File: src/rtl/spfs_rsp.sv
// spfs_rsp: SPI flash responder serving READ (0x03), JEDEC ID (0x9F) and status (0x05) from a byte-fetch port
module spfs_rsp #(
  parameter logic [23:0] JEDEC_ID  = 24'hEF4016,
  parameter logic [7:0]  FILL_BYTE = 8'hFF
) (
  input  logic        clk_i,
  input  logic        rst_n_i,
  input  logic        spfs_clk_i,
  input  logic        spfs_cs_i,
  input  logic        spfs_mosi_i,
  output logic        spfs_miso_o,
  output logic        spfs_miso_oe_o,
  output logic        mem_req_o,
  output logic [23:0] mem_addr_o,
  input  logic        mem_ack_i,
  input  logic [7:0]  mem_rdata_i,
  output logic        busy_o,
  output logic        underrun_o,
  input  logic        underrun_clr_i
);
  typedef enum logic [2:0] {IDLE, CMD, ADDR, READ, ID, STAT, IGNORE} state_e;

  state_e      state_q, state_d;
  logic [2:0]  sclk_q, cs_q;
  logic [1:0]  mosi_q;
  logic [2:0]  bit_cnt_q, bit_cnt_d;
  logic [7:0]  rx_q, rx_d, tx_q, tx_d, buf_q, buf_d;
  logic [1:0]  addr_cnt_q, addr_cnt_d, id_idx_q, id_idx_d;
  logic [15:0] addr_sh_q, addr_sh_d;
  logic [23:0] mem_addr_q, mem_addr_d, load_addr_q, load_addr_d;
  logic        miso_q, miso_d, buf_full_q, buf_full_d, need_q, need_d;
  logic        req_q, req_d, stale_q, stale_d, load_pend_q, load_pend_d;
  logic        underrun_q, underrun_d;
  logic        sclk_rise, sclk_fall, cs_rise, cs_fall, cs_low, rise_ev, fall_ev;
  logic        load_ev, byte_done, addr_done, ack, consume, under_ev;
  logic [7:0]  rx_byte, id_byte, load_byte;

  assign sclk_rise = sclk_q[1] & ~sclk_q[2];
  assign sclk_fall = ~sclk_q[1] & sclk_q[2];
  assign cs_rise   = cs_q[1] & ~cs_q[2];
  assign cs_fall   = ~cs_q[1] & cs_q[2];
  assign cs_low    = ~cs_q[1];
  assign rise_ev   = sclk_rise & cs_low & (state_q inside {CMD, ADDR, READ, ID, STAT});
  assign fall_ev   = sclk_fall & cs_low & (state_q inside {READ, ID, STAT});
  assign load_ev   = fall_ev & (bit_cnt_q == 3'd0);
  assign byte_done = rise_ev & (bit_cnt_q == 3'd7);
  assign rx_byte   = {rx_q[6:0], mosi_q[1]};
  assign addr_done = (state_q == ADDR) & byte_done & (addr_cnt_q == 2'd2);
  assign ack       = req_q & mem_ack_i;
  assign consume   = load_ev & (state_q == READ) & buf_full_q;
  assign under_ev  = load_ev & (state_q == READ) & ~buf_full_q;
  assign id_byte   = id_idx_q == 2'd0 ? JEDEC_ID[23:16] : id_idx_q == 2'd1 ? JEDEC_ID[15:8] :
                     id_idx_q == 2'd2 ? JEDEC_ID[7:0] : FILL_BYTE;
  assign load_byte = state_q == READ ? (buf_full_q ? buf_q : FILL_BYTE) : state_q == ID ? id_byte : 8'h00;

  assign spfs_miso_o    = miso_q;
  assign spfs_miso_oe_o = state_q inside {READ, ID, STAT};
  assign mem_req_o      = req_q;
  assign mem_addr_o     = mem_addr_q;
  assign busy_o         = state_q != IDLE;
  assign underrun_o     = underrun_q;

  // two-flop synchronizers plus a history flop for edge detection
  always_ff @(posedge clk_i or negedge rst_n_i) begin
    if (!rst_n_i) begin
      sclk_q <= 3'b000;
      cs_q   <= 3'b111;
      mosi_q <= 2'b00;
    end else begin
      sclk_q <= {sclk_q[1:0], spfs_clk_i};
      cs_q   <= {cs_q[1:0], spfs_cs_i};
      mosi_q <= {mosi_q[0], spfs_mosi_i};
    end
  end

  // next protocol state; a CS rise overrides everything
  always_comb begin
    state_d = state_q;
    if (cs_rise) state_d = IDLE;
    else if (state_q == IDLE && cs_fall) state_d = CMD;
    else if (state_q == CMD && byte_done)
      state_d = rx_byte == 8'h03 ? ADDR : rx_byte == 8'h9F ? ID : rx_byte == 8'h05 ? STAT : IGNORE;
    else if (addr_done) state_d = READ;
  end

  // shift paths, prefetch buffer and fetch handshake
  always_comb begin
    bit_cnt_d   = bit_cnt_q;
    rx_d        = rx_q;
    addr_cnt_d  = addr_cnt_q;
    addr_sh_d   = addr_sh_q;
    tx_d        = tx_q;
    miso_d      = miso_q;
    id_idx_d    = id_idx_q;
    buf_d       = buf_q;
    buf_full_d  = buf_full_q;
    need_d      = need_q;
    req_d       = req_q;
    stale_d     = stale_q;
    mem_addr_d  = mem_addr_q;
    load_addr_d = load_addr_q;
    load_pend_d = load_pend_q;
    underrun_d  = under_ev | (underrun_q & ~underrun_clr_i);
    if (rise_ev) begin
      bit_cnt_d = bit_cnt_q + 3'd1;
      rx_d      = rx_byte;
    end
    if (state_q == ADDR && byte_done) begin
      addr_cnt_d = addr_cnt_q + 2'd1;
      addr_sh_d  = {addr_sh_q[7:0], rx_byte};
    end
    if (fall_ev) begin
      miso_d = load_ev ? load_byte[7] : tx_q[7];
      tx_d   = load_ev ? {load_byte[6:0], 1'b0} : {tx_q[6:0], 1'b0};
    end
    if (load_ev && state_q == ID && id_idx_q != 2'd3) id_idx_d = id_idx_q + 2'd1;
    if (ack) begin
      req_d       = 1'b0;
      stale_d     = 1'b0;
      load_pend_d = 1'b0;
      mem_addr_d  = load_pend_q ? load_addr_q : mem_addr_q + 24'd1;
      if (!stale_q) begin
        buf_d      = mem_rdata_i;
        buf_full_d = 1'b1;
      end
    end
    if (addr_done) begin
      need_d = 1'b1;
      if (req_q && !ack) begin
        load_addr_d = {addr_sh_q, rx_byte};
        load_pend_d = 1'b1;
      end else mem_addr_d = {addr_sh_q, rx_byte};
    end
    if (consume) begin
      buf_full_d = 1'b0;
      need_d     = 1'b1;
    end
    if (cs_rise) begin
      bit_cnt_d  = 3'd0;
      rx_d       = 8'h00;
      addr_cnt_d = 2'd0;
      id_idx_d   = 2'd0;
      miso_d     = 1'b0;
      buf_full_d = 1'b0;
      need_d     = 1'b0;
      if (req_q && !ack) stale_d = 1'b1;
    end
    if (!req_q && need_d) begin
      req_d  = 1'b1;
      need_d = 1'b0;
    end
  end

  // state and datapath registers
  always_ff @(posedge clk_i or negedge rst_n_i) begin
    if (!rst_n_i) begin
      state_q     <= IDLE;
      bit_cnt_q   <= 3'd0;
      rx_q        <= 8'h00;
      addr_cnt_q  <= 2'd0;
      addr_sh_q   <= 16'h0000;
      tx_q        <= 8'h00;
      miso_q      <= 1'b0;
      id_idx_q    <= 2'd0;
      buf_q       <= 8'h00;
      buf_full_q  <= 1'b0;
      need_q      <= 1'b0;
      req_q       <= 1'b0;
      stale_q     <= 1'b0;
      mem_addr_q  <= 24'h000000;
      load_addr_q <= 24'h000000;
      load_pend_q <= 1'b0;
      underrun_q  <= 1'b0;
    end else begin
      state_q     <= state_d;
      bit_cnt_q   <= bit_cnt_d;
      rx_q        <= rx_d;
      addr_cnt_q  <= addr_cnt_d;
      addr_sh_q   <= addr_sh_d;
      tx_q        <= tx_d;
      miso_q      <= miso_d;
      id_idx_q    <= id_idx_d;
      buf_q       <= buf_d;
      buf_full_q  <= buf_full_d;
      need_q      <= need_d;
      req_q       <= req_d;
      stale_q     <= stale_d;
      mem_addr_q  <= mem_addr_d;
      load_addr_q <= load_addr_d;
      load_pend_q <= load_pend_d;
      underrun_q  <= underrun_d;
    end
  end
endmodule
File: config.mk
export PLATFORM = sky130hd
export DESIGN_NAME = spfs_rsp
export DESIGN_NICKNAME = d
export VERILOG_FILES = /design/src/rtl/spfs_rsp.sv
export SDC_FILE = /design/constraint.sdc
export NUM_CORES = 1
export LEC_CHECK = 0
export CAP_MARGIN = 15
export CORE_UTILIZATION = 35
export DETAILED_ROUTE_END_ITERATION = 7
export GPL_TIMING_DRIVEN = 1
export HOLD_SLACK_MARGIN = 0.1
export PLACE_DENSITY_LB_ADDON = 0.12
export SETUP_SLACK_MARGIN = 0.1
export SLEW_MARGIN = 10
export SYNTH_ARGS = -nofsm -noshare
export SYNTH_HDL_FRONTEND = slang
export SYNTH_SLANG_ARGS = --single-unit
File: constraint.sdc
create_clock -name clk_i -period 6.2 [get_ports clk_i]
set_input_delay 0.62 -clock clk_i [delete_from_list [all_inputs] [get_ports clk_i]]
set_output_delay 0.62 -clock clk_i [all_outputs]
set_load 0.02 [all_outputs]
==> load_flow_metrics.sql, run 1 <==
INSERT INTO impl_metrics (metric_group, metric, value, unit) VALUES
('die', 'die_span_y', '127', 'um'),
('sta', 'min_period_over_period', '0.430', ''),
('critical_path', 'worst_path_max_delay_cell', 'nand3b_2', ''),
('synthesis', 'synthCells', '545', ''),
('critical_path', 'crit_path_end_kind', 'register', ''),
('power', 'fin_total_pwr', '1.44', 'mW'),
('critical_path', 'ff2ff_path_depth', '6', ''),
('sta', 'post-route-min-period', '2670', 'ps'),
('power', 'power.density_cell_area', '225', 'nW/um^2'),
('power', 'switching_share', '0.255', ''),
('synthesis', 'yosysUniqueCellTypes', '59', ''),
('placed_design', 'detailedPlacementHpwl', '8860', 'um'),
('placed_design', 'io_buffers', '43', ''),
('clock_network', 'tritoncts', 'yes', ''),
('cells_and_area', 'areaGrowthSynthToFinish', '16.1', '%'),
('critical_path', 'cpPeakStageDelay', '620', 'ps'),
('run', 'max_cap_violations', '0', ''),
('sta', 'slew-limit-headroom', '0.289', ''),
('drt', 'routed_via_density', '5.41', ''),
('power', 'internal_power', '1.07', 'mW'),
('critical_path', 'critical_path.cell_chain', 'inv_1 > ha_1 > nor4bb_1 > and2_1 > nand3b_2 > mux2_2', ''),
('die', 'rows', '45', ''),
('drt', 'drtIter0Drc', '273', ''),
('sta', 'final_max_slew_viol_count', '0', ''),
('synthesis', 'synth_sequential_area_ratio', '0.506', ''),
('drt', 'postRouteWirelength', '13600', 'um'),
('cells_and_area', 'finish.net_count', '596', ''),
('synthesis', 'synth_top_area_share', '0.491', ''),
('hold_path', 'worst_hold_path_type', 'in2async', ''),
('sta', 'finClkSkew', '5.53', 'ps'),
('power', 'p_switching', '366', 'uW'),
('power', 'power.leakage', '2.82', 'nW'),
('critical_path', 'timing.critical_path.to', 'load_addr_q[5]$_DFFE_PN0P_', ''),
('power', 'combPwrFrac', '0.073', ''),
('sta', 'worst_slew_pin_slew', '1060', 'ps'),
('synthesis', 'synth.ff_latch_count', '111', ''),
('synthesis', 'synth_cell_area', '5500', 'um^2'),
('sta', 'sum_neg_setup_slack', '0', 'ps'),
('grt', 'global_route.overflow_total', '0', ''),
('grt', 'grt_pass1_wl', '22700', 'um'),
('critical_path', 'critical_path.startpoint_type', 'register', ''),
('synthesis', 'ys_top_cells_by_area', 'dfrtp_1 49%, mux2_2 10%, nand2_1 4.0%', ''),
('clock_network', 'post_cts_buffers', '0', ''),
('synthesis', 'avg_cell_area_syn', '10.1', 'um^2'),
('cells_and_area', 'antenna_cells_inserted', '0', ''),
('cells_and_area', 'layout-drive-gt1-share', '0.142', ''),
('drt', 'drc', '0', ''),
('clock_network', 'worstSkewPairLatency', '360', 'ps'),
('drt', 'vias', '4263', ''),
('critical_path', 'worstPathBufferInverterCount', '1', ''),
('die', 'initial_core_util', '0.360', ''),
('die', 'core_area', '15300', 'um^2'),
('clock_network', 'cts_max_level', '3', ''),
('critical_path', 'timing.critical_path.max_delay_family', 'simple AND/OR/NAND/NOR gates', ''),
('grt', 'antenna_found_initial', '0', ''),
('clock_network', 'tritoncts.num_buffers', '9', ''),
('critical_path', 'levels_on_crit_path', '6', ''),
('synthesis', 'synth_area_leader_cell', 'dfrtp_1', ''),
('synthesis', 'synth.most_common_cell', 'dfrtp_1', ''),
('sta', 'final.setup.worst_slack', '3530', 'ps'),
('power', 'p_clk_frac', '0.397', ''),
('power', 'vdd_drop_max', '0.125', 'mV'),
('placed_design', 'place_ws', '3200', 'ps'),
('status', 'status', 'finished, final reports clean', ''),
('critical_path', 'critical_path.reg2reg.endpoint', 'load_addr_q[5]$_DFFE_PN0P_', ''),
('clock_network', 'clock_sink_count', '111', ''),
('die', 'chipWidth', '127', 'um'),
('synthesis', 'synth.cells.most_frequent', '108 x dfrtp_1, 59 x nand2_1, 49 x mux2_2', ''),
('power', 'seq_power_share', '0.530', ''),
('grt', 'first_global_vias', '4212', ''),
('clock_network', 'root_buffer', 'clkbuf_16', '');
==> how the worst min path moves through the flow <==
stage / from / to / slack, ps
after global placement: mosi_q[0]$_DFF_PN0_ / mosi_q[1]$_DFF_PN0_ / 340
after detailed placement: mosi_q[0]$_DFF_PN0_ / mosi_q[1]$_DFF_PN0_ / 330
after floorplan: rst_n_i / asynchronous set/reset pin / 320
final: rst_n_i / mem_addr_o[9]$_DFF_PN0_ / 310
after global routing: mosi_q[0]$_DFF_PN0_ / mosi_q[1]$_DFF_PN0_ / 360
after CTS: mosi_q[0]$_DFF_PN0_ / mosi_q[1]$_DFF_PN0_ / 350
==> metrics by stage <==
| step | hold WS (ps) | area, um^2 | util | cells |
|---|---|---|---|---|
| after floorplan | 324 | 5500 | - | 545 |
| final | 313 | 6380 | 0.418 | 788 |
| after CTS | 352 | 6380 | 0.418 | 788 |
| after detailed placement | 335 | 6100 | 0.400 | 772 |
| after global routing | 363 | 6380 | 0.418 | 788 |
| after global placement | 335 | 6100 | 0.400 | 772 |
==> worst register-to-register path, delay by kind of cell (launching register included) <==
kind | cells | cell delay, ps
adder cells (fa/ha/maj) | 1 | 160
buffers and inverters | 1 | 60
flip-flops | 1 | 400
multiplexers | 1 | 520
AND/OR/NAND/NOR | 3 | 1420
==> flip-flops by register name, indices dropped and copies added, names as in the netlist, named ones only <==
register and flops:
buf_q 8, rx_q 7, tx_q 7, underrun_o 1, mem_req_o 1, spfs_miso_o 1
load_addr_q 24, need_q 1, mem_addr_o 24, bit_cnt_q 3, addr_sh_q 16, buf_full_q 1
state_q 3, cs_q 3, addr_cnt_q 2, sclk_q 3, mosi_q 2, id_idx_q 2
==> routing by layer <==
metal | share of wire | track usage
met2 | 0.48 | 0.299
met1 | 0.47 | 0.238
met3 | 0.037 | 0.0394
met5 | 0 | 0
met4 | 0.016 | 0.0623
==> power groups by stage <==
stage          logic [mW]  registers, mW  clock network (mW)
6_report            0.105          0.762               0.572
4_1_cts             0.107          0.762               0.591
2_1_floorplan      0.0480          0.779                   0
3_3_place_gp        0.106          0.776                   0
5_1_grt             0.117          0.765               0.613
3_5_place_dp        0.107          0.777                   0
==> cells in the final DEF, fill, tap and decap left out, types with 4 or more instances in the layout <==
cell type,n
a21oi_1,32
clkbuf_16,9
or3_1,8
nand4_1,4
a22oi_1,5
o22ai_1,5
dfrtp_1,108
buf_4,6
nor2_1,45
clkdlybuf4s50_1,42
o31ai_1,7
mux2_2,49
o21ai_0,31
nor3_1,8
mux2i_1,5
o211ai_1,6
a31oi_1,9
nand2b_1,9
nand2_1,59
a221oi_1,4
nand3_1,26
and3_1,11
and4_1,5
ha_1,9
inv_1,17
==> kinds of logic after synthesis <==
kind of cell               Yosys count  synth area share
buffers and inverters               49            0.0353
and+or+nand+nor                    200             0.189
AOI/OAI and AO/OA                  120             0.137
muxes                               54             0.109
xor gates and xnor gates             2           0.00319
adders and majority gates            9            0.0205
DFF                                111             0.506
==> final cells by class <==
type / count / area [um^2]
multi-input combinational: 385 / 2520
fill: 1498 / 8870
tap: 211 / 264
inverter: 17 / 63.8
timing repair buffer: 48 / 465
clock buffer: 11 / 243
sequential: 111 / 2780
clock inverter: 5 / 41.3
Note: power is estimated with default switching activity, not from simulation.
==> run 2, diff against run 1 <==
clock period = 2.7 ns   (was 6.2 ns; I/O delays follow)
==> run 2 against run 1 <==
Effect of this change: final cell count grew 1.4%; largest power group unchanged; worst setup slack lost 3100 ps; highest routed layer unchanged; register-to-register slack lost 3100 ps; count of clock-buffer cells in the layout grew 1; clock skew grew 5.6 ps; maximum frequency grew 15%; flip-flop and latch count is the same; die area is the same; combinational power grew 140%; sequential share of layout area shrank 0.66 points; critical path depth grew 1; hold slack gained 11 ps.
==> load_flow_metrics.sql, run 2 (synthesis gave the netlist of run 1 again) <==
INSERT INTO impl_metrics (metric_group, metric, value, unit) VALUES
('status', 'status', 'finished, final reports clean', ''),
('drt', 'postRouteWirelength', '13800', 'um'),
('drt', 'drtIter0Drc', '302', ''),
('drt', 'post_drt_wl_per_cell', '17.3', 'um'),
('power', 'fin_total_pwr', '3.32', 'mW'),
('cells_and_area', 'areaGrowthSynthToFinish', '17.9', '%'),
('power', 'vdd_drop_max', '0.339', 'mV'),
('run', 'max_cap_violations', '0', ''),
('cells_and_area', 'antenna_cells_inserted', '0', ''),
('cells_and_area', 'layout_commonest_cell', 'dfrtp_1', ''),
('critical_path', 'critPathMaxFanout', '17', ''),
('critical_path', 'crit_path_required_time', '2970', 'ps'),
('clock_network', 'clk_transition_reported_paths', '70', 'ps'),
('drt', 'drt_first_pass_iters', '5', ''),
('die', 'chipWidth', '127', 'um'),
('grt', 'grt_start_max_net_pins', '65', ''),
('drt', 'routed_via_density', '5.42', ''),
('die', 'initial_core_util', '0.360', ''),
('power', 'p_clk_frac', '0.397', ''),
('power', 'internal_power', '2.53', 'mW'),
('critical_path', 'cp_data_arrival_time', '2580', 'ps'),
('clock_network', 'root_buffer', 'clkbuf_16', ''),
('sta', 'fmax', '432', 'MHz'),
('die', 'ios', '44', ''),
('sta', 'rsz0062_at_grt', 'false', ''),
('clock_network', 'clock_sink_count', '111', ''),
('cells_and_area', 'final.fill_count', '1531', ''),
('clock_network', 'post_cts_buffers', '0', ''),
('die', 'die_area', '16200', 'um^2'),
('critical_path', 'critical_path.startpoint_type', 'register', ''),
('cells_and_area', 'finalInstanceArea', '6480', 'um^2'),
('sta', 'worst_slew_pin_slew', '736', 'ps'),
('placed_design', 'gp_routability_congestion', '0.807', ''),
('cells_and_area', 'layout-drive-gt1-share', '0.153', ''),
('cells_and_area', 'layout_common_cells', '108 x dfrtp_1, 59 x nand2_1, 49 x mux2_2, 45 x nor2_1, 42 x clkdlybuf4s50_1', ''),
('sta', 'finClkSkew', '11.1', 'ps'),
('placed_design', 'placed_cells_incl_taps', '782', ''),
('critical_path', 'ff2ff_path_depth', '7', ''),
('grt', 'grt_pass1_wl', '23000', 'um'),
('power', 'p_switching', '789', 'uW'),
('hold_path', 'hold_depth', '1', ''),
('critical_path', 'timing.setup.critical_path_class', 'reg2reg', ''),
('cells_and_area', 'finalNonFillerCells', '799', ''),
('placed_design', 'detailedPlacementHpwl', '9380', 'um'),
('die', 'rows', '45', ''),
('clock_network', 'tritoncts.num_buffers', '9', ''),
('cells_and_area', 'finish.net_count', '607', ''),
('power', 'power.density_cell_area', '512', 'nW/um^2'),
('sta', 'min_period_over_period', '0.857', ''),
('placed_design', 'placed_cell_area', '6190', 'um^2'),
('drt', 'postRouteAntennaNets', '0', ''),
('sta', 'slew-limit-headroom', '0.509', ''),
('placed_design', 'place_ws', '370', 'ps'),
('hold_path', 'worst_hold_path_type', 'in2reg', ''),
('grt', 'antenna_found_initial', '0', ''),
('power', 'seq_power_share', '0.527', ''),
('sta', 'sum_neg_setup_slack', '0', 'ps'),
('power', 'combPwrFrac', '0.076', ''),
('clock_network', 'worstSkewPairLatency', '350', 'ps'),
('sta', 'final.setup.worst_slack', '385', 'ps'),
('sta', 'final_max_slew_viol_count', '0', ''),
('critical_path', 'crit_path_end_kind', 'register', ''),
('sta', 'post-route-min-period', '2310', 'ps'),
('drt', 'drc', '0', ''),
('sta', 'final_hold_violation_count', '0', ''),
('grt', 'first_global_vias', '4247', ''),
('die', 'core_area', '15300', 'um^2'),
('placed_design', 'io_buffers', '43', ''),
('power', 'switching_share', '0.238', ''),
('grt', 'grt_use_total', '0.183', ''),
('drt', 'vias', '4330', ''),
('clock_network', 'tritoncts', 'yes', ''),
('power', 'power.leakage', '2.89', 'nW'),
('sta', 'setup_viol_count_final', '0', ''),
('die', 'die_span_y', '127', 'um'),
('grt', 'global_route.overflow_total', '0', ''),
('clock_network', 'clock_path_buffers', '2', ''),
('clock_network', 'cts_max_level', '3', '');
## run 2: changes by cell type in the layout (fill, tap and decap cells not counted)
| cell | previous run | this run |
|---|---|---|
| clkbuf_8 | 1 | 0 |
| buf_4 | 6 | 15 |
| inv_6 | 2 | 0 |
| clkinvlp_4 | 2 | 0 |
| buf_12 | 0 | 1 |
| bufinv_16 | 0 | 1 |
| clkinv_2 | 0 | 2 |
| dlygate4sd3_1 | 0 | 1 |
| clkbuf_1 | 1 | 3 |
## run 2: metal layers
layer	wire length, um	share of wire	GRT usage
met1	6650	0.48	0.258
met3	437	0.032	0.0255
met2	6380	0.46	0.283
met5	0	0	0
met4	308	0.022	0.0770
## run 2: final cells by class
type / count / area (um^2) / area share
inverters: 17 / 63.8 / 0.00984
multi-input cells: 385 / 2520 / 0.389
flip-flops and latches: 111 / 2780 / 0.429
clock buffers: 12 / 236 / 0.0365
well taps: 211 / 264 / 0.0407
repair buffers: 59 / 563 / 0.0869
clock inverters: 4 / 48.8 / 0.00753
## run 2: worst paths after layout
kind                                           from  slack (ps)                        to
max                        bit_cnt_q[0]$_DFFE_PN0P_         390  mem_addr_o[17]$_DFF_PN0_
min                                       spfs_cs_i         320         cs_q[0]$_DFF_PN1_
max reg2reg                bit_cnt_q[0]$_DFFE_PN0P_         390  mem_addr_o[17]$_DFF_PN0_
min reg2reg                     mosi_q[0]$_DFF_PN0_         350       mosi_q[1]$_DFF_PN0_
max in group asynchronous                   rst_n_i        1390         cs_q[0]$_DFF_PN1_
min in group asynchronous                   rst_n_i         490   mem_addr_o[7]$_DFF_PN0_
## run 2: what timing repair did
action | in CTS | in global routing
endpoints found under the hold margin | 47 | 0
gates resized for setup | 0 | 0
hold buffers | 1 | 0
## run 2: stage by stage
step	util	hold WS, ps
after floorplan	-	-25.6
after global routing	0.425	330
after CTS	0.425	309
final	0.425	324
after detailed placement	0.405	335
after global placement	0.405	333
## run 2: worst max-delay path, stage by stage, from the launching register on
cell,delay [ps]
dfrtp_1,410
ha_1,210
ha_1,190
and4bb_2,250
and2_1,240
nand2_1,550
o211ai_1,160
o21ai_0,210
## run 2: power groups by stage
stage,clock (mW),sequential (mW),combinational (mW)
after floorplan,0,1.79,0.110
after global placement,0,1.78,0.253
after detailed placement,0,1.78,0.255
after CTS,1.37,1.75,0.257
after global routing,1.44,1.76,0.282
final,1.32,1.75,0.251
